$ cat src/rtl/uart_rx_fifo.sv
// 8N1 UART receiver feeding a first-word-fall-through receive FIFO.
// Framing and overrun errors are reported as sticky flags cleared by err_clr.
module uart_rx_fifo #(
  parameter int CLKS_PER_BIT = 868,
  parameter int FIFO_DEPTH   = 8
) (
  input  logic                               clk,
  input  logic                               rst,
  input  logic                               uart_s_in,
  input  logic                               rd_en,
  output logic [7:0]                         rd_data,
  output logic                               rx_valid,
  output logic [$clog2(FIFO_DEPTH+1)-1:0]    rx_count,
  output logic                               frame_err,
  output logic                               overrun,
  input  logic                               err_clr
);

  localparam int TW = $clog2(CLKS_PER_BIT);
  localparam int PW = $clog2(FIFO_DEPTH);
  localparam int CW = $clog2(FIFO_DEPTH+1);
  localparam logic [TW-1:0] HALF_M1 = TW'(CLKS_PER_BIT/2 - 1);
  localparam logic [TW-1:0] BIT_M1  = TW'(CLKS_PER_BIT - 1);

  typedef enum logic [2:0] {S_IDLE, S_START, S_DATA, S_STOP, S_WAIT_HIGH} state_t;

  logic [1:0] sync_q, sync_d;
  logic       rxs_prev_q, rxs_prev_d;
  logic       rxs;

  always_comb begin
    sync_d     = {sync_q[0], uart_s_in};
    rxs_prev_d = sync_q[1];
  end
  assign rxs = sync_q[1];

  // Synchronizer resets to the idle-line level so reset never looks like a start edge.
  always_ff @(posedge clk or posedge rst) begin
    if (rst) begin
      sync_q     <= 2'b11;
      rxs_prev_q <= 1'b1;
    end else begin
      sync_q     <= sync_d;
      rxs_prev_q <= rxs_prev_d;
    end
  end

  state_t        state_q;
  logic [TW-1:0] timer_q;
  logic [2:0]    bit_cnt_q;
  logic [7:0]    shift_q;
  logic          push_q;
  logic          ferr_set_q;

  always_ff @(posedge clk or posedge rst) begin
    if (rst) begin
      state_q    <= S_IDLE;
      timer_q    <= '0;
      bit_cnt_q  <= '0;
      shift_q    <= '0;
      push_q     <= 1'b0;
      ferr_set_q <= 1'b0;
    end else begin
      push_q     <= 1'b0;
      ferr_set_q <= 1'b0;
      case (state_q)
        S_IDLE: begin
          if (rxs_prev_q && !rxs) begin
            state_q   <= S_START;
            timer_q   <= '0;
            bit_cnt_q <= '0;
          end
        end
        S_START: begin
          if (timer_q == HALF_M1) begin
            timer_q <= '0;
            state_q <= rxs ? S_IDLE : S_DATA;
          end else begin
            timer_q <= timer_q + 1'b1;
          end
        end
        S_DATA: begin
          if (timer_q == BIT_M1) begin
            timer_q   <= '0;
            shift_q   <= {rxs, shift_q[7:1]};
            bit_cnt_q <= bit_cnt_q + 3'd1;
            if (bit_cnt_q == 3'd7) state_q <= S_STOP;
          end else begin
            timer_q <= timer_q + 1'b1;
          end
        end
        S_STOP: begin
          if (timer_q == BIT_M1) begin
            timer_q <= '0;
            if (rxs) begin
              push_q  <= 1'b1;
              state_q <= S_IDLE;
            end else begin
              ferr_set_q <= 1'b1;
              state_q    <= S_WAIT_HIGH;
            end
          end else begin
            timer_q <= timer_q + 1'b1;
          end
        end
        // A held-low line (break) must not be re-deframed as a stream of 0x00.
        S_WAIT_HIGH: if (rxs) state_q <= S_IDLE;
        default:     state_q <= S_IDLE;
      endcase
    end
  end

  logic [7:0]    mem_q [FIFO_DEPTH];
  logic [7:0]    mem_d [FIFO_DEPTH];
  logic [PW-1:0] wr_ptr_q, wr_ptr_d, rd_ptr_q, rd_ptr_d;
  logic [CW-1:0] count_q, count_d;
  logic          frame_err_q, frame_err_d, overrun_q, overrun_d;
  logic          full, empty, pop, do_push;

  always_comb begin
    full     = (count_q == CW'(FIFO_DEPTH));
    empty    = (count_q == '0);
    pop      = rd_en && !empty;
    // A full FIFO still accepts a byte when the head leaves in the same cycle.
    do_push  = push_q && (!full || pop);
    mem_d    = mem_q;
    wr_ptr_d = wr_ptr_q;
    rd_ptr_d = rd_ptr_q;
    count_d  = count_q;
    if (do_push) begin
      mem_d[wr_ptr_q] = shift_q;
      wr_ptr_d        = wr_ptr_q + 1'b1;
    end
    if (pop) rd_ptr_d = rd_ptr_q + 1'b1;
    if (do_push && !pop)      count_d = count_q + 1'b1;
    else if (!do_push && pop) count_d = count_q - 1'b1;
    overrun_d   = (push_q && full && !pop) || (overrun_q && !err_clr);
    frame_err_d = ferr_set_q || (frame_err_q && !err_clr);
  end

  always_ff @(posedge clk or posedge rst) begin
    if (rst) begin
      for (int i = 0; i < FIFO_DEPTH; i++) mem_q[i] <= '0;
      wr_ptr_q    <= '0;
      rd_ptr_q    <= '0;
      count_q     <= '0;
      frame_err_q <= 1'b0;
      overrun_q   <= 1'b0;
    end else begin
      mem_q       <= mem_d;
      wr_ptr_q    <= wr_ptr_d;
      rd_ptr_q    <= rd_ptr_d;
      count_q     <= count_d;
      frame_err_q <= frame_err_d;
      overrun_q   <= overrun_d;
    end
  end

  assign rd_data   = mem_q[rd_ptr_q];
  assign rx_valid  = !empty;
  assign rx_count  = count_q;
  assign frame_err = frame_err_q;
  assign overrun   = overrun_q;

endmodule

$ cat config.mk
export PLATFORM = sky130hd
export DESIGN_NAME = uart_rx_fifo
export DESIGN_NICKNAME = d
export VERILOG_FILES = /design/src/rtl/uart_rx_fifo.sv
export SDC_FILE = /design/constraint.sdc
export NUM_CORES = 1
export LEC_CHECK = 0
export CAP_MARGIN = 40
export CELL_PAD_IN_SITES_DETAIL_PLACEMENT = 0
export CELL_PAD_IN_SITES_GLOBAL_PLACEMENT = 2
export CORE_ASPECT_RATIO = 1.5
export CORE_MARGIN = 2
export CORE_UTILIZATION = 39
export CTS_CLUSTER_DIAMETER = 80
export DETAILED_ROUTE_END_ITERATION = 12
export GPL_TIMING_DRIVEN = 0
export PLACE_DENSITY_LB_ADDON = 0.08
export SLEW_MARGIN = 15
export SYNTH_ARGS = -nofsm -noshare
export SYNTH_HDL_FRONTEND = slang
export SYNTH_SLANG_ARGS = --single-unit
$ cat constraint.sdc
create_clock -name clk -period 3.46 [get_ports clk]
set_input_delay 0.865 -clock clk [delete_from_list [all_inputs] [get_ports clk]]
set_output_delay 0.865 -clock clk [all_outputs]
set_load 0.1 [all_outputs]
==> results of run 1 <==
==> area by class of cell <==
class	count	share of cell area [%]
clock buffer	12	4.27
sequential	105	43.8
timing repair buffer	39	8.28
tap	156	3.25
multi-input combinational	226	36.9
inverter	9	0.624
buffer	19	2.23
clock inverter	3	0.666
==> synth_stat cells, drive strengths merged (6+ instances only) <==
cell type	instances
mux4	16
nand2	18
inv	9
xnor2	9
nor2	15
dfrtp	102
a21oi	6
ha	9
o21ai	11
nand3	9
buf	14
mux2	81
==> sequential cells by signal (all words and copies together) (netlist names) <==
name	flops
mem_q	64
sync_q	2
bit_cnt_q	3
rx_count	4
wr_ptr_q	3
overrun	1
rd_ptr_q	3
state_q	3
rxs_prev_q	1
frame_err	1
shift_q	8
ferr_set_q	1
push_q	1
timer_q	10
==> metrics by stage <==
stage          total power [mW]  area [µm²]  utilization [%]  setup TNS (ns)  setup slack, ns
2_1_floorplan              2.05        4990                -               0            0.101
3_3_place_gp               2.28        5380             43.0           -5.20           -0.672
3_5_place_dp               2.38        5700             45.5           -2.50           -0.321
4_1_cts                    3.46        6020             48.2               0           0.0162
5_1_grt                    3.57        6010             48.1               0           0.0130
6_report                   3.38        6010             48.1               0           0.0927
==> cells in the final DEF, fill, tap and decap left out, types with 2 or more instances in the layout <==
| master | n |
|---|---|
| sky130_fd_sc_hd__clkbuf_16 | 9 |
| sky130_fd_sc_hd__nand2_1 | 16 |
| sky130_fd_sc_hd__xnor2_1 | 9 |
| sky130_fd_sc_hd__nand2b_1 | 2 |
| sky130_fd_sc_hd__or2_2 | 2 |
| sky130_fd_sc_hd__clkbuf_1 | 4 |
| sky130_fd_sc_hd__buf_6 | 3 |
| sky130_fd_sc_hd__clkinv_2 | 2 |
| sky130_fd_sc_hd__a21oi_1 | 6 |
| sky130_fd_sc_hd__nand2_2 | 2 |
| sky130_fd_sc_hd__dfrtp_1 | 102 |
| sky130_fd_sc_hd__nor2_1 | 15 |
| sky130_fd_sc_hd__buf_12 | 4 |
| sky130_fd_sc_hd__a22o_1 | 5 |
| sky130_fd_sc_hd__ha_1 | 9 |
| sky130_fd_sc_hd__o22ai_1 | 2 |
| sky130_fd_sc_hd__dfstp_2 | 3 |
| sky130_fd_sc_hd__nor2b_1 | 3 |
| sky130_fd_sc_hd__nand4_1 | 2 |
| sky130_fd_sc_hd__mux2_4 | 2 |
| sky130_fd_sc_hd__nor3_1 | 2 |
| sky130_fd_sc_hd__buf_8 | 16 |
| sky130_fd_sc_hd__buf_4 | 2 |
| sky130_fd_sc_hd__inv_1 | 7 |
| sky130_fd_sc_hd__nand3_2 | 2 |
| sky130_fd_sc_hd__clkbuf_8 | 3 |
| sky130_fd_sc_hd__buf_2 | 2 |
| sky130_fd_sc_hd__xor2_1 | 2 |
| sky130_fd_sc_hd__buf_1 | 6 |
| sky130_fd_sc_hd__a21o_1 | 3 |
| sky130_fd_sc_hd__mux4_2 | 16 |
| sky130_fd_sc_hd__a211oi_1 | 2 |
| sky130_fd_sc_hd__mux2_2 | 79 |
| sky130_fd_sc_hd__nand3_1 | 7 |
| sky130_fd_sc_hd__o21ai_0 | 10 |
| sky130_fd_sc_hd__clkdlybuf4s50_1 | 19 |
==> layer usage <==
metal / GRT usage [%] / share of wire, % / vias up
li1: - / - / 1405
met1: 21.3 / 45 / 1461
met3: 3.34 / 2.3 / 11
met5: 0 / 0 / -
met4: 6.00 / 1.7 / 0
met2: 29.1 / 51 / 26
==> what timing repair did <==
action,CTS,global route
setup endpoints to repair,8,8
resized for setup,10,2
hold buffers,0,0
setup buffers,0,0
==> worst paths after layout <==
kind / endpoint / slack, ns
setup / recovery: rd_data[7] / 0.09
hold / removal: sync_q[1] / 0.36
setup reg to reg: rx_count[3] / 0.83
hold reg to reg: sync_q[1] / 0.36
max in group asynchronous: mem_q[44] / 2.04
min in group asynchronous: rx_count[2] / 0.76
==> worst max-delay path: stages, from the launching register on <==
cell and delay [ns]:
sky130_fd_sc_hd__dfrtp_1 0.34, sky130_fd_sc_hd__buf_2 0.29, sky130_fd_sc_hd__clkbuf_8 0.27, sky130_fd_sc_hd__mux4_2 0.31, sky130_fd_sc_hd__mux2_2 0.29, sky130_fd_sc_hd__clkdlybuf4s50_1 0.46, sky130_fd_sc_hd__buf_8 0.19
==> kinds of logic (layout without fill, tap and decap cells) <==
logic type / Yosys count / count (layout)
flops: 105 / 105
mux: 97 / 97
simple gates: 75 / 75
compound gates: 33 / 33
buf+inv: 29 / 82
xor+xnor: 11 / 11
fa+ha+maj: 10 / 10
==> report_power, final <==
group	switching, mW	total (mW)	internal, mW
Clock	0.434	1.03	0.595
Combinational	0.541	0.945	0.404
Sequential	0.0985	1.41	1.31
Total	1.07	3.38	2.31
==> impl_metrics.prom, run 1 <==
# TYPE chip_impl_metric gauge
chip_impl_metric{name="finalWirelength",unit="µm"} 10300
chip_impl_metric{name="dr.pass1.iters",unit=""} 4
chip_impl_info{name="min-delay-path-class",value="reg2reg"} 1
chip_impl_metric{name="area.growth.synth_to_final",unit="%"} 20.6
chip_impl_metric{name="floorplan.core_area",unit="mm²"} 0.0125
chip_impl_metric{name="synth_seq_cells",unit=""} 105
chip_impl_metric{name="cp_data_arrival_time",unit="ns"} 2.50
chip_impl_metric{name="synth_compound_gate_area_share",unit="%"} 4.47
chip_impl_metric{name="synth.distinct_cells",unit=""} 61
chip_impl_info{name="timing.critical_path.to_type",value="output pin"} 1
chip_impl_info{name="synthFlopType",value="sky130_fd_sc_hd__dfrtp_1"} 1
chip_impl_metric{name="post_synth_and_or_nand_nor_area_fraction",unit="%"} 9.58
chip_impl_metric{name="fp-row-count",unit=""} 50
chip_impl_metric{name="timing.reg2reg.worst_path_depth",unit=""} 11
chip_impl_metric{name="synth-edff-count",unit=""} 0
chip_impl_info{name="critical_path.startpoint_type",value="flop"} 1
chip_impl_metric{name="numCtsBuffers",unit=""} 9
chip_impl_metric{name="final_std_cells_w_o_fill",unit=""} 569
chip_impl_metric{name="hold_depth",unit=""} 0
chip_impl_metric{name="antenna_found_initial",unit=""} 0
chip_impl_metric{name="asyncSetResetFlopFracSynth",unit="%"} 100
chip_impl_metric{name="powerDensity",unit="mW/mm²"} 563
chip_impl_metric{name="synth.net_count",unit=""} 375
chip_impl_metric{name="number_of_global_route_vias_before_repair",unit=""} 3135
chip_impl_metric{name="post_synth_inst_count",unit=""} 360
chip_impl_metric{name="height_of_the_die",unit="µm"} 143
chip_impl_metric{name="hold_viol_final",unit=""} 0
chip_impl_metric{name="report.final.slew_viol_count",unit=""} 0
chip_impl_info{name="grt_setup_unrepaired",value="no"} 1
chip_impl_metric{name="cts-root-to-sink-buffers",unit=""} 2
chip_impl_metric{name="timing.max_slew.rel_slack",unit="%"} 47.7
chip_impl_metric{name="filler_cell_count",unit=""} 1167
chip_impl_info{name="run_status",value="finished clean"} 1
chip_impl_metric{name="overflow",unit=""} 0
chip_impl_metric{name="clkSinkCount",unit=""} 105
chip_impl_metric{name="detailroute.via_count",unit=""} 2903
chip_impl_info{name="hp-start",value="sync_q[0]"} 1
chip_impl_metric{name="finish.net_count",unit=""} 424
chip_impl_metric{name="postSynthAreaPerCell",unit="µm²"} 13.9
chip_impl_metric{name="setup_violations",unit=""} 0
chip_impl_metric{name="insertion_delay",unit="ns"} 0.34
chip_impl_metric{name="synthMuxAreaShare",unit="%"} 25.7
chip_impl_metric{name="max_cap_violations",unit=""} 0
chip_impl_metric{name="power.leakage",unit="nW"} 2.84
chip_impl_info{name="timing.critical_path.from",value="rd_ptr_q[1]"} 1
chip_impl_metric{name="clkSlewWorstSetupHoldPaths",unit="ns"} 0.06
chip_impl_metric{name="worstPathMaxFanout",unit=""} 10
chip_impl_metric{name="timing.fmax",unit="MHz"} 297
chip_impl_metric{name="mappedNetlistArea",unit="mm²"} 0.00499
chip_impl_metric{name="finalClockSkew",unit="ns"} 0.00546
chip_impl_metric{name="grt_start_max_net_pins",unit=""} 36
chip_impl_metric{name="timing.final.crit_period",unit="ns"} 3.37
chip_impl_metric{name="first_iter_violations",unit=""} 70
chip_impl_metric{name="route.detailed.wl_per_inst",unit="µm"} 18.1
chip_impl_metric{name="ir_drop",unit="µV"} 849
chip_impl_info{name="synth_largest_area_cell",value="sky130_fd_sc_hd__dfrtp_1"} 1
chip_impl_metric{name="drt-vias-per-instance",unit=""} 5.10
chip_impl_metric{name="netlist.area_leader.share",unit="%"} 51.2
chip_impl_metric{name="grt_pass1_wl",unit="µm"} 17000
chip_impl_metric{name="yosys.area_share.xor_xnor",unit="%"} 1.93
chip_impl_info{name="tritoncts_clock_tree",value="yes"} 1
chip_impl_info{name="cts.root.buffer_cell",value="sky130_fd_sc_hd__clkbuf_16"} 1
chip_impl_info{name="worstSetupPathType",value="reg2out"} 1
chip_impl_metric{name="start_util",unit="%"} 39.9
chip_impl_metric{name="io_pins",unit=""} 20
chip_impl_info{name="timing.rr.start",value="rx_count[0]"} 1
chip_impl_metric{name="finalWeightedCongestion",unit=""} 0.720
chip_impl_metric{name="dpl.cell_count",unit=""} 555
chip_impl_metric{name="synth.yosys.warnings",unit=""} 0
chip_impl_info{name="ys_top_cells_by_area",value="sky130_fd_sc_hd__dfrtp_1, sky130_fd_sc_hd__mux2_2, sky130_fd_sc_hd__mux4_2"} 1
chip_impl_metric{name="num_antenna_cells",unit=""} 0
chip_impl_metric{name="crit_required",unit="ns"} 2.59
chip_impl_metric{name="groute.usage.overall",unit="%"} 17.1
chip_impl_info{name="synth_top_family_by_area",value="multiplexers"} 1
chip_impl_metric{name="die_w",unit="µm"} 96.3
chip_impl_metric{name="sum_of_net_half_perimeters_after_detailed_placement",unit="µm"} 6950
chip_impl_metric{name="ant_nets",unit=""} 0
chip_impl_metric{name="multiInputGateArea",unit="mm²"} 0.00222
chip_impl_metric{name="numPortBuffers",unit=""} 19
chip_impl_metric{name="yosys.area_share.adder",unit="%"} 2.66
chip_impl_metric{name="layout-drive-gt1-share",unit="%"} 40.0
chip_impl_metric{name="seqCellArea",unit="mm²"} 0.00263
chip_impl_metric{name="fin_crit_sh",unit="%"} 97.3
chip_impl_metric{name="tightestPinTransition",unit="ns"} 0.784
chip_impl_metric{name="hold_slack",unit="ns"} 0.356
chip_impl_metric{name="route.detailed.drc",unit=""} 0
chip_impl_metric{name="htreeDepth",unit=""} 3
chip_impl_metric{name="die_area",unit="mm²"} 0.0137
chip_impl_metric{name="synth_seq_area_share",unit="%"} 52.8
Note: power is estimated with default switching activity, not from simulation.
==> run 2, diff against run 1 <==
--- a/config.mk
+++ b/config.mk
@@ -10,12 +10,11 @@
 export CELL_PAD_IN_SITES_GLOBAL_PLACEMENT = 2
 export CORE_ASPECT_RATIO = 1.5
 export CORE_MARGIN = 2
-export CORE_UTILIZATION = 39
+export CORE_UTILIZATION = 34
 export CTS_CLUSTER_DIAMETER = 80
 export DETAILED_ROUTE_END_ITERATION = 12
 export GPL_TIMING_DRIVEN = 0
 export PLACE_DENSITY_LB_ADDON = 0.08
-export SLEW_MARGIN = 15
 export SYNTH_ARGS = -nofsm -noshare
 export SYNTH_HDL_FRONTEND = slang
 export SYNTH_SLANG_ARGS = --single-unit
==> run 2 against run 1 <==
Final area grew 1.6%; combinational power increased by 9%; sequential share of layout area decreased by 0.67 points; worst hold slack is essentially flat; clock-buffer cell count fell by 2; critical path type unchanged; register-to-register slack about the same; highest routed layer unchanged; critical path depth did not move; via count up 2.7%; setup slack gained 0.019 ns.
==> impl_metrics.prom, run 2 (synthesis results as in run 1) <==
# TYPE chip_impl_metric gauge
chip_impl_info{name="run_status",value="finished clean"} 1
chip_impl_metric{name="powerDensity",unit="mW/mm²"} 573
chip_impl_metric{name="setup_violations",unit=""} 0
chip_impl_info{name="reg.largest.list",value="mem_q x64, timer_q x10, shift_q x8"} 1
chip_impl_metric{name="antenna_found_initial",unit=""} 0
chip_impl_metric{name="clkSlewWorstSetupHoldPaths",unit="ns"} 0.07
chip_impl_metric{name="p_sw_share",unit="%"} 32.8
chip_impl_metric{name="floorplan.core_area",unit="mm²"} 0.0145
chip_impl_metric{name="dr.pass1.iters",unit=""} 4
chip_impl_metric{name="final_std_cells_w_o_fill",unit=""} 614
chip_impl_metric{name="layout-drive-gt1-share",unit="%"} 40.9
chip_impl_metric{name="worstPathMaxFanout",unit=""} 10
chip_impl_metric{name="cts-root-to-sink-buffers",unit=""} 2
chip_impl_metric{name="number_of_global_route_vias_before_repair",unit=""} 3150
chip_impl_metric{name="insertion_delay",unit="ns"} 0.35
chip_impl_metric{name="layout_setup_ws",unit="ns"} 0.112
chip_impl_metric{name="wl_met3",unit="µm"} 174
chip_impl_metric{name="fin_crit_sh",unit="%"} 96.8
chip_impl_metric{name="route.detailed.wl_per_inst",unit="µm"} 17.6
chip_impl_metric{name="area.growth.synth_to_final",unit="%"} 22.5
chip_impl_metric{name="groute.usage.overall",unit="%"} 15.1
chip_impl_metric{name="io_pins",unit=""} 20
chip_impl_metric{name="htreeDepth",unit=""} 3
chip_impl_metric{name="num_antenna_cells",unit=""} 0
chip_impl_metric{name="share_seq_of_total_power",unit="%"} 40.3
chip_impl_metric{name="pwr-share-clk",unit="%"} 30.3
chip_impl_metric{name="detailroute.via_count",unit=""} 2981
chip_impl_metric{name="crit_required",unit="ns"} 2.59
chip_impl_metric{name="finalClockSkew",unit="ns"} 0.00838
chip_impl_metric{name="finish.net_count",unit=""} 428
chip_impl_metric{name="first_iter_violations",unit=""} 95
chip_impl_info{name="cts.root.buffer_cell",value="sky130_fd_sc_hd__clkbuf_16"} 1
chip_impl_metric{name="start_util",unit="%"} 34.5
chip_impl_info{name="critical_path.startpoint_type",value="flop"} 1
chip_impl_metric{name="power.leakage",unit="nW"} 2.87
chip_impl_metric{name="postCtsHoldBufs",unit=""} 0
chip_impl_info{name="grt_setup_unrepaired",value="no"} 1
chip_impl_metric{name="largest_reg_flops",unit=""} 64
chip_impl_info{name="min-delay-path-class",value="reg2reg"} 1
chip_impl_metric{name="die_w",unit="µm"} 103
chip_impl_metric{name="timing.final.crit_period",unit="ns"} 3.35
chip_impl_metric{name="ir_drop",unit="µV"} 431
chip_impl_info{name="worstSetupPathType",value="reg2out"} 1
chip_impl_metric{name="finalWirelength",unit="µm"} 10800
chip_impl_metric{name="timing.fmax",unit="MHz"} 299
chip_impl_metric{name="routed-wl-met2",unit="µm"} 5510
chip_impl_info{name="layout.cells.most_common",value="sky130_fd_sc_hd__dfrtp_1"} 1
chip_impl_metric{name="grt_pass1_wl",unit="µm"} 17500
chip_impl_metric{name="sum_of_net_half_perimeters_after_detailed_placement",unit="µm"} 7310
chip_impl_metric{name="dpl.cell_count",unit=""} 596
chip_impl_metric{name="final_core_util",unit="%"} 42.2
chip_impl_metric{name="grt_start_max_net_pins",unit=""} 39
chip_impl_metric{name="finalWeightedCongestion",unit=""} 0.681
chip_impl_metric{name="pre_cts_slack",unit="ns"} -0.417
chip_impl_metric{name="fp-row-count",unit=""} 54
chip_impl_metric{name="hold_viol_final",unit=""} 0
chip_impl_metric{name="route.detailed.drc",unit=""} 0
chip_impl_metric{name="drt-vias-per-instance",unit=""} 4.86
chip_impl_metric{name="cp_data_arrival_time",unit="ns"} 2.48
chip_impl_metric{name="route.layer.met1.wl",unit="µm"} 4860
chip_impl_info{name="tritoncts_clock_tree",value="yes"} 1
chip_impl_metric{name="clkSinkCount",unit=""} 105
chip_impl_info{name="most_numerous_cell_on_the_critical_path",value="sky130_fd_sc_hd__buf_12"} 1
chip_impl_metric{name="tightestPinTransition",unit="ns"} 0.715
chip_impl_metric{name="max_cap_violations",unit=""} 0
chip_impl_metric{name="timing.max_slew.rel_slack",unit="%"} 52.2
chip_impl_info{name="crit_slowest_cell",value="sky130_fd_sc_hd__mux4_2"} 1
chip_impl_metric{name="power.share.combinational",unit="%"} 29.3
chip_impl_metric{name="p_switching",unit="mW"} 1.15
chip_impl_metric{name="numCtsBuffers",unit=""} 9
chip_impl_info{name="maxUsedRoutingLayer",value="met4"} 1
chip_impl_info{name="max_flop_register",value="mem_q"} 1
chip_impl_metric{name="die_area",unit="mm²"} 0.0157
chip_impl_info{name="critical_path.cell_chain",value="buf_12 -> buf_12 -> mux4_2 -> mux2_2 -> clkdlybuf4s50_1 -> buf_8"} 1
chip_impl_metric{name="internal_dissipation",unit="mW"} 2.35
chip_impl_metric{name="numPortBuffers",unit=""} 19
chip_impl_metric{name="height_of_the_die",unit="µm"} 152
chip_impl_metric{name="report.final.slew_viol_count",unit=""} 0
chip_impl_metric{name="ant_nets",unit=""} 0
chip_impl_metric{name="overflow",unit=""} 0
chip_impl_metric{name="critPathMaxStageDelay",unit="ns"} 0.51
chip_impl_info{name="timing.critical_path.to_type",value="output pin"} 1
chip_impl_info{name="final_cell_mix",value="sky130_fd_sc_hd__dfrtp_1, sky130_fd_sc_hd__mux2_2, sky130_fd_sc_hd__clkdlybuf4s50_1"} 1
run 2: cell type report:
cell class | instances | area, µm²
timing repair buffer | 42 | 520
clock inverter | 6 | 65.1
multi-input combinational | 226 | 2210
tap | 196 | 245
inverter | 9 | 37.5
fill | 1417 | 8350
buffer | 20 | 156
sequential | 105 | 2630
clock buffer | 10 | 239
run 2: power groups by stage:
stage	registers [mW]	clock network, mW	logic (mW)
6_report	1.41	1.06	1.03
5_1_grt	1.42	1.14	1.11
4_1_cts	1.41	1.10	1.05
3_5_place_dp	1.43	0	0.981
3_3_place_gp	1.43	0	0.865
2_1_floorplan	1.58	0	0.475
run 2: timing repair:
| action | 4_1_cts | 5_1_grt |
|---|---|---|
| setup buffers | 2 | 0 |
| gates resized for setup | 13 | 0 |
| setup endpoints to repair | 8 | 0 |
| endpoints found under the hold margin | 0 | 0 |
run 2: worst paths after layout:
| check | end | depth (start not counted) | startpoint | slack, ns |
|---|---|---|---|---|
| hold / removal | sync_q[1] | 0 | sync_q[0] | 0.36 |
| min in group asynchronous | rx_count[2] | 2 | rst | 0.77 |
| setup / recovery | rd_data[7] | 6 | rd_ptr_q[0] | 0.11 |
| setup reg to reg | rx_count[3] | 11 | rx_count[0] | 0.83 |
| max in group asynchronous | mem_q[26] | 4 | rst | 2.00 |
| hold reg to reg | sync_q[1] | 0 | sync_q[0] | 0.36 |
run 2: stage by stage:
step	area [µm²]	hold WS, ns	TNS (ns)	power [mW]
after detailed placement	5740	0.347	-3.00	2.41
after floorplan	4990	0.345	0	2.05
after global placement	5430	0.349	-5.62	2.30
after CTS	6110	0.357	0	3.57
final	6110	0.356	0	3.50
after global routing	6110	0.366	0	3.67
run 2: critical path: cells and delay by family (launching register included):
family   cells  cell delay [ns]
flops        1             0.40
buf+inv      4             0.92
mux          2             0.81
run 2: routing by layer:
metal,GRT usage [%],vias to the layer above
met4,6.89,0
met1,19.9,1532
met3,2.06,16
met5,0,-
met2,24.1,27
li1,-,1406
==> run 3, diff against run 2 <==
--- a/config.mk
+++ b/config.mk
@@ -13,7 +13,6 @@
 export CORE_UTILIZATION = 34
 export CTS_CLUSTER_DIAMETER = 80
 export DETAILED_ROUTE_END_ITERATION = 12
-export GPL_TIMING_DRIVEN = 0
 export PLACE_DENSITY_LB_ADDON = 0.08
 export SYNTH_ARGS = -nofsm -noshare
 export SYNTH_HDL_FRONTEND = slang
==> run 3 against run 2 <==
Clock power fell by 9.8%; critical path depth fell by 2; sequential share of layout area rose by 2.7 points; global-route usage fell by 0.094 points; worst hold slack improved by 0.0024 ns; critical endpoint unchanged; clock skew rose by 0.00067 ns; total power fell by 9.0%; combinational power fell by 24%.
==> impl_metrics.prom, run 3 (synthesis results as in run 1) <==
# TYPE chip_impl_metric gauge
chip_impl_metric{name="ant_nets",unit=""} 0
chip_impl_metric{name="detailroute.via_count",unit=""} 2885
chip_impl_metric{name="height_of_the_die",unit="µm"} 152
chip_impl_metric{name="die_w",unit="µm"} 103
chip_impl_metric{name="power.share.combinational",unit="%"} 24.4
chip_impl_metric{name="hold_depth",unit=""} 0
chip_impl_metric{name="timing.reg2reg.worst_path_depth",unit=""} 11
chip_impl_metric{name="tightestPinTransition",unit="ns"} 0.665
chip_impl_info{name="grt_setup_unrepaired",value="no"} 1
chip_impl_metric{name="numCtsBuffers",unit=""} 9
chip_impl_metric{name="grt_pass1_wl",unit="µm"} 17600
chip_impl_info{name="layout.cells.most_common",value="sky130_fd_sc_hd__dfrtp_1"} 1
chip_impl_metric{name="worstPathMaxFanout",unit=""} 16
chip_impl_info{name="critical_path.cell_chain",value="buf_4 -> mux4_2 -> mux2_2 -> buf_12"} 1
chip_impl_metric{name="pnr_total_power",unit="mW"} 3.18
chip_impl_metric{name="critPathMaxStageDelay",unit="ns"} 0.56
chip_impl_metric{name="clkSinkCount",unit=""} 105
chip_impl_metric{name="internal_dissipation",unit="mW"} 2.11
chip_impl_info{name="tritoncts_clock_tree",value="yes"} 1
chip_impl_metric{name="placedInstanceArea",unit="mm²"} 0.00547
chip_impl_metric{name="die_area",unit="mm²"} 0.0157
chip_impl_metric{name="first_iter_violations",unit=""} 71
chip_impl_metric{name="fp-row-count",unit=""} 54
chip_impl_info{name="crit_slowest_cell",value="sky130_fd_sc_hd__mux4_2"} 1
chip_impl_metric{name="worst-r2r-setup-slack",unit="ns"} 0.83
chip_impl_metric{name="drt-vias-per-instance",unit=""} 4.97
chip_impl_metric{name="finish.net_count",unit=""} 394
chip_impl_metric{name="num_antenna_cells",unit=""} 0
chip_impl_metric{name="dr.pass1.iters",unit=""} 4
chip_impl_metric{name="pwr-share-clk",unit="%"} 30.1
chip_impl_metric{name="finalClockSkew",unit="ns"} 0.00904
chip_impl_metric{name="start_util",unit="%"} 34.5
chip_impl_metric{name="clkSlewWorstSetupHoldPaths",unit="ns"} 0.07
chip_impl_metric{name="route.detailed.wl_per_inst",unit="µm"} 18.2
chip_impl_metric{name="htreeDepth",unit=""} 3
chip_impl_metric{name="largest_reg_flops",unit=""} 64
chip_impl_metric{name="insertion_delay",unit="ns"} 0.34
chip_impl_metric{name="filler_cell_count",unit=""} 1424
chip_impl_metric{name="ir_drop",unit="µV"} 423
chip_impl_metric{name="timing.max_slew.rel_slack",unit="%"} 55.7
chip_impl_info{name="reg.largest.list",value="mem_q x64, timer_q x10, shift_q x8"} 1
chip_impl_info{name="max_flop_register",value="mem_q"} 1
chip_impl_metric{name="report.final.slew_viol_count",unit=""} 0
chip_impl_metric{name="groute.usage.overall",unit="%"} 15.0
chip_impl_metric{name="seqCellArea",unit="mm²"} 0.00263
chip_impl_metric{name="ctsResizeCount",unit=""} 0
chip_impl_info{name="timing.rr.start",value="rx_count[0]"} 1
chip_impl_metric{name="sum_of_net_half_perimeters_after_detailed_placement",unit="µm"} 7150
chip_impl_metric{name="fin_setup_tns",unit="ns"} 0
chip_impl_info{name="final_cell_mix",value="sky130_fd_sc_hd__dfrtp_1, sky130_fd_sc_hd__mux2_2, sky130_fd_sc_hd__nand2_1, sky130_fd_sc_hd__mux4_2, sky130_fd_sc_hd__nor2_1"} 1
chip_impl_info{name="timing.critical_path.to_type",value="output pin"} 1
chip_impl_metric{name="grt_start_max_net_pins",unit=""} 30
chip_impl_metric{name="cts-root-to-sink-buffers",unit=""} 2
chip_impl_info{name="worstSetupPathType",value="reg2out"} 1
chip_impl_metric{name="floorplan.core_area",unit="mm²"} 0.0145
chip_impl_metric{name="hold_viol_final",unit=""} 0
chip_impl_info{name="min-delay-path-class",value="reg2reg"} 1
chip_impl_info{name="worst_r2r_endpoint",value="rx_count[3]"} 1
chip_impl_metric{name="io_pins",unit=""} 20
chip_impl_metric{name="area.growth.synth_to_final",unit="%"} 15.2
chip_impl_info{name="run_status",value="finished clean"} 1
chip_impl_metric{name="route.detailed.drc",unit=""} 0
chip_impl_metric{name="multiInputGateArea",unit="mm²"} 0.00221
chip_impl_metric{name="max_cap_violations",unit=""} 0
chip_impl_info{name="cts.root.buffer_cell",value="sky130_fd_sc_hd__clkbuf_16"} 1
chip_impl_info{name="timing.critical_path.from",value="rd_ptr_q[0]"} 1
chip_impl_info{name="setup.worst_path.end",value="rd_data[7]"} 1
chip_impl_metric{name="share_seq_of_total_power",unit="%"} 45.5
chip_impl_metric{name="fin_crit_sh",unit="%"} 87.8
chip_impl_metric{name="p_switching",unit="mW"} 1.07
chip_impl_metric{name="hold_slack",unit="ns"} 0.359
chip_impl_metric{name="setup_violations",unit=""} 0
chip_impl_metric{name="final_cell_area",unit="mm²"} 0.00575
chip_impl_metric{name="p_sw_share",unit="%"} 33.7
chip_impl_metric{name="timing.fmax",unit="MHz"} 329
chip_impl_metric{name="post-cts-setup-buffers",unit=""} 0
chip_impl_metric{name="crit_required",unit="ns"} 2.59
chip_impl_metric{name="cp_data_arrival_time",unit="ns"} 2.17
chip_impl_metric{name="postCtsHoldBufs",unit=""} 0
chip_impl_metric{name="number_of_global_route_vias_before_repair",unit=""} 3209
chip_impl_info{name="critical_path.startpoint_type",value="flop"} 1
chip_impl_metric{name="overflow",unit=""} 0
chip_impl_metric{name="timing.final.crit_period",unit="ns"} 3.04
chip_impl_metric{name="powerDensity",unit="mW/mm²"} 554
chip_impl_metric{name="power.leakage",unit="nW"} 2.71
chip_impl_metric{name="antenna_found_initial",unit=""} 0
chip_impl_metric{name="final_core_util",unit="%"} 39.7
chip_impl_metric{name="numPortBuffers",unit=""} 19
chip_impl_metric{name="layout-drive-gt1-share",unit="%"} 41.9
chip_impl_metric{name="finalWirelength",unit="µm"} 10600
chip_impl_metric{name="finalWeightedCongestion",unit=""} 0.740
run 3: how the worst min path moves through the flow:
stage          startpoint        end  slack [ns]
2_1_floorplan   sync_q[0]  sync_q[1]        0.35
3_3_place_gp    sync_q[0]  sync_q[1]        0.35
3_5_place_dp    sync_q[0]  sync_q[1]        0.35
4_1_cts         sync_q[0]  sync_q[1]        0.36
5_1_grt         sync_q[0]  sync_q[1]        0.37
6_report        sync_q[0]  sync_q[1]        0.36
run 3: layer usage:
layer | wire length (µm) | part of all wire, % | global-route usage [%]
met3 | 166 | 1.6 | 2.25
met5 | 0 | 0 | 0
met4 | 235 | 2.2 | 5.33
met1 | 4520 | 43 | 18.9
met2 | 5650 | 53 | 25.5
run 3: through the flow:
stage / setup WS [ns] / cells
after floorplan: 0.101 / 360
after global placement: 0.280 / 564
after detailed placement: 0.250 / 564
after CTS: 0.356 / 580
after global routing: 0.302 / 580
final: 0.423 / 580
run 3: worst max-delay path: cells and delay by family (launching register included):
family	cells	cell delay, ns
muxes	2	0.88
buffers and inverters	2	0.54
DFF	1	0.39
run 3: cell type report:
cell class                 count  area share, %
clock buffer                  11           4.22
clock inverter                 5          0.544
inverter                       9          0.653
multi-input combinational    226           38.5
sequential                   105           45.8
tap                          196           4.27
timing repair buffer          28           6.01
run 3: power groups by stage:
| stage | Sequential (mW) | Combinational, mW | Clock (mW) |
|---|---|---|---|
| 6_report | 1.45 | 0.778 | 0.956 |
| 5_1_grt | 1.47 | 0.852 | 1.06 |
| 4_1_cts | 1.45 | 0.797 | 1.00 |
| 3_5_place_dp | 1.47 | 0.794 | 0 |
| 3_3_place_gp | 1.47 | 0.793 | 0 |
| 2_1_floorplan | 1.58 | 0.475 | 0 |
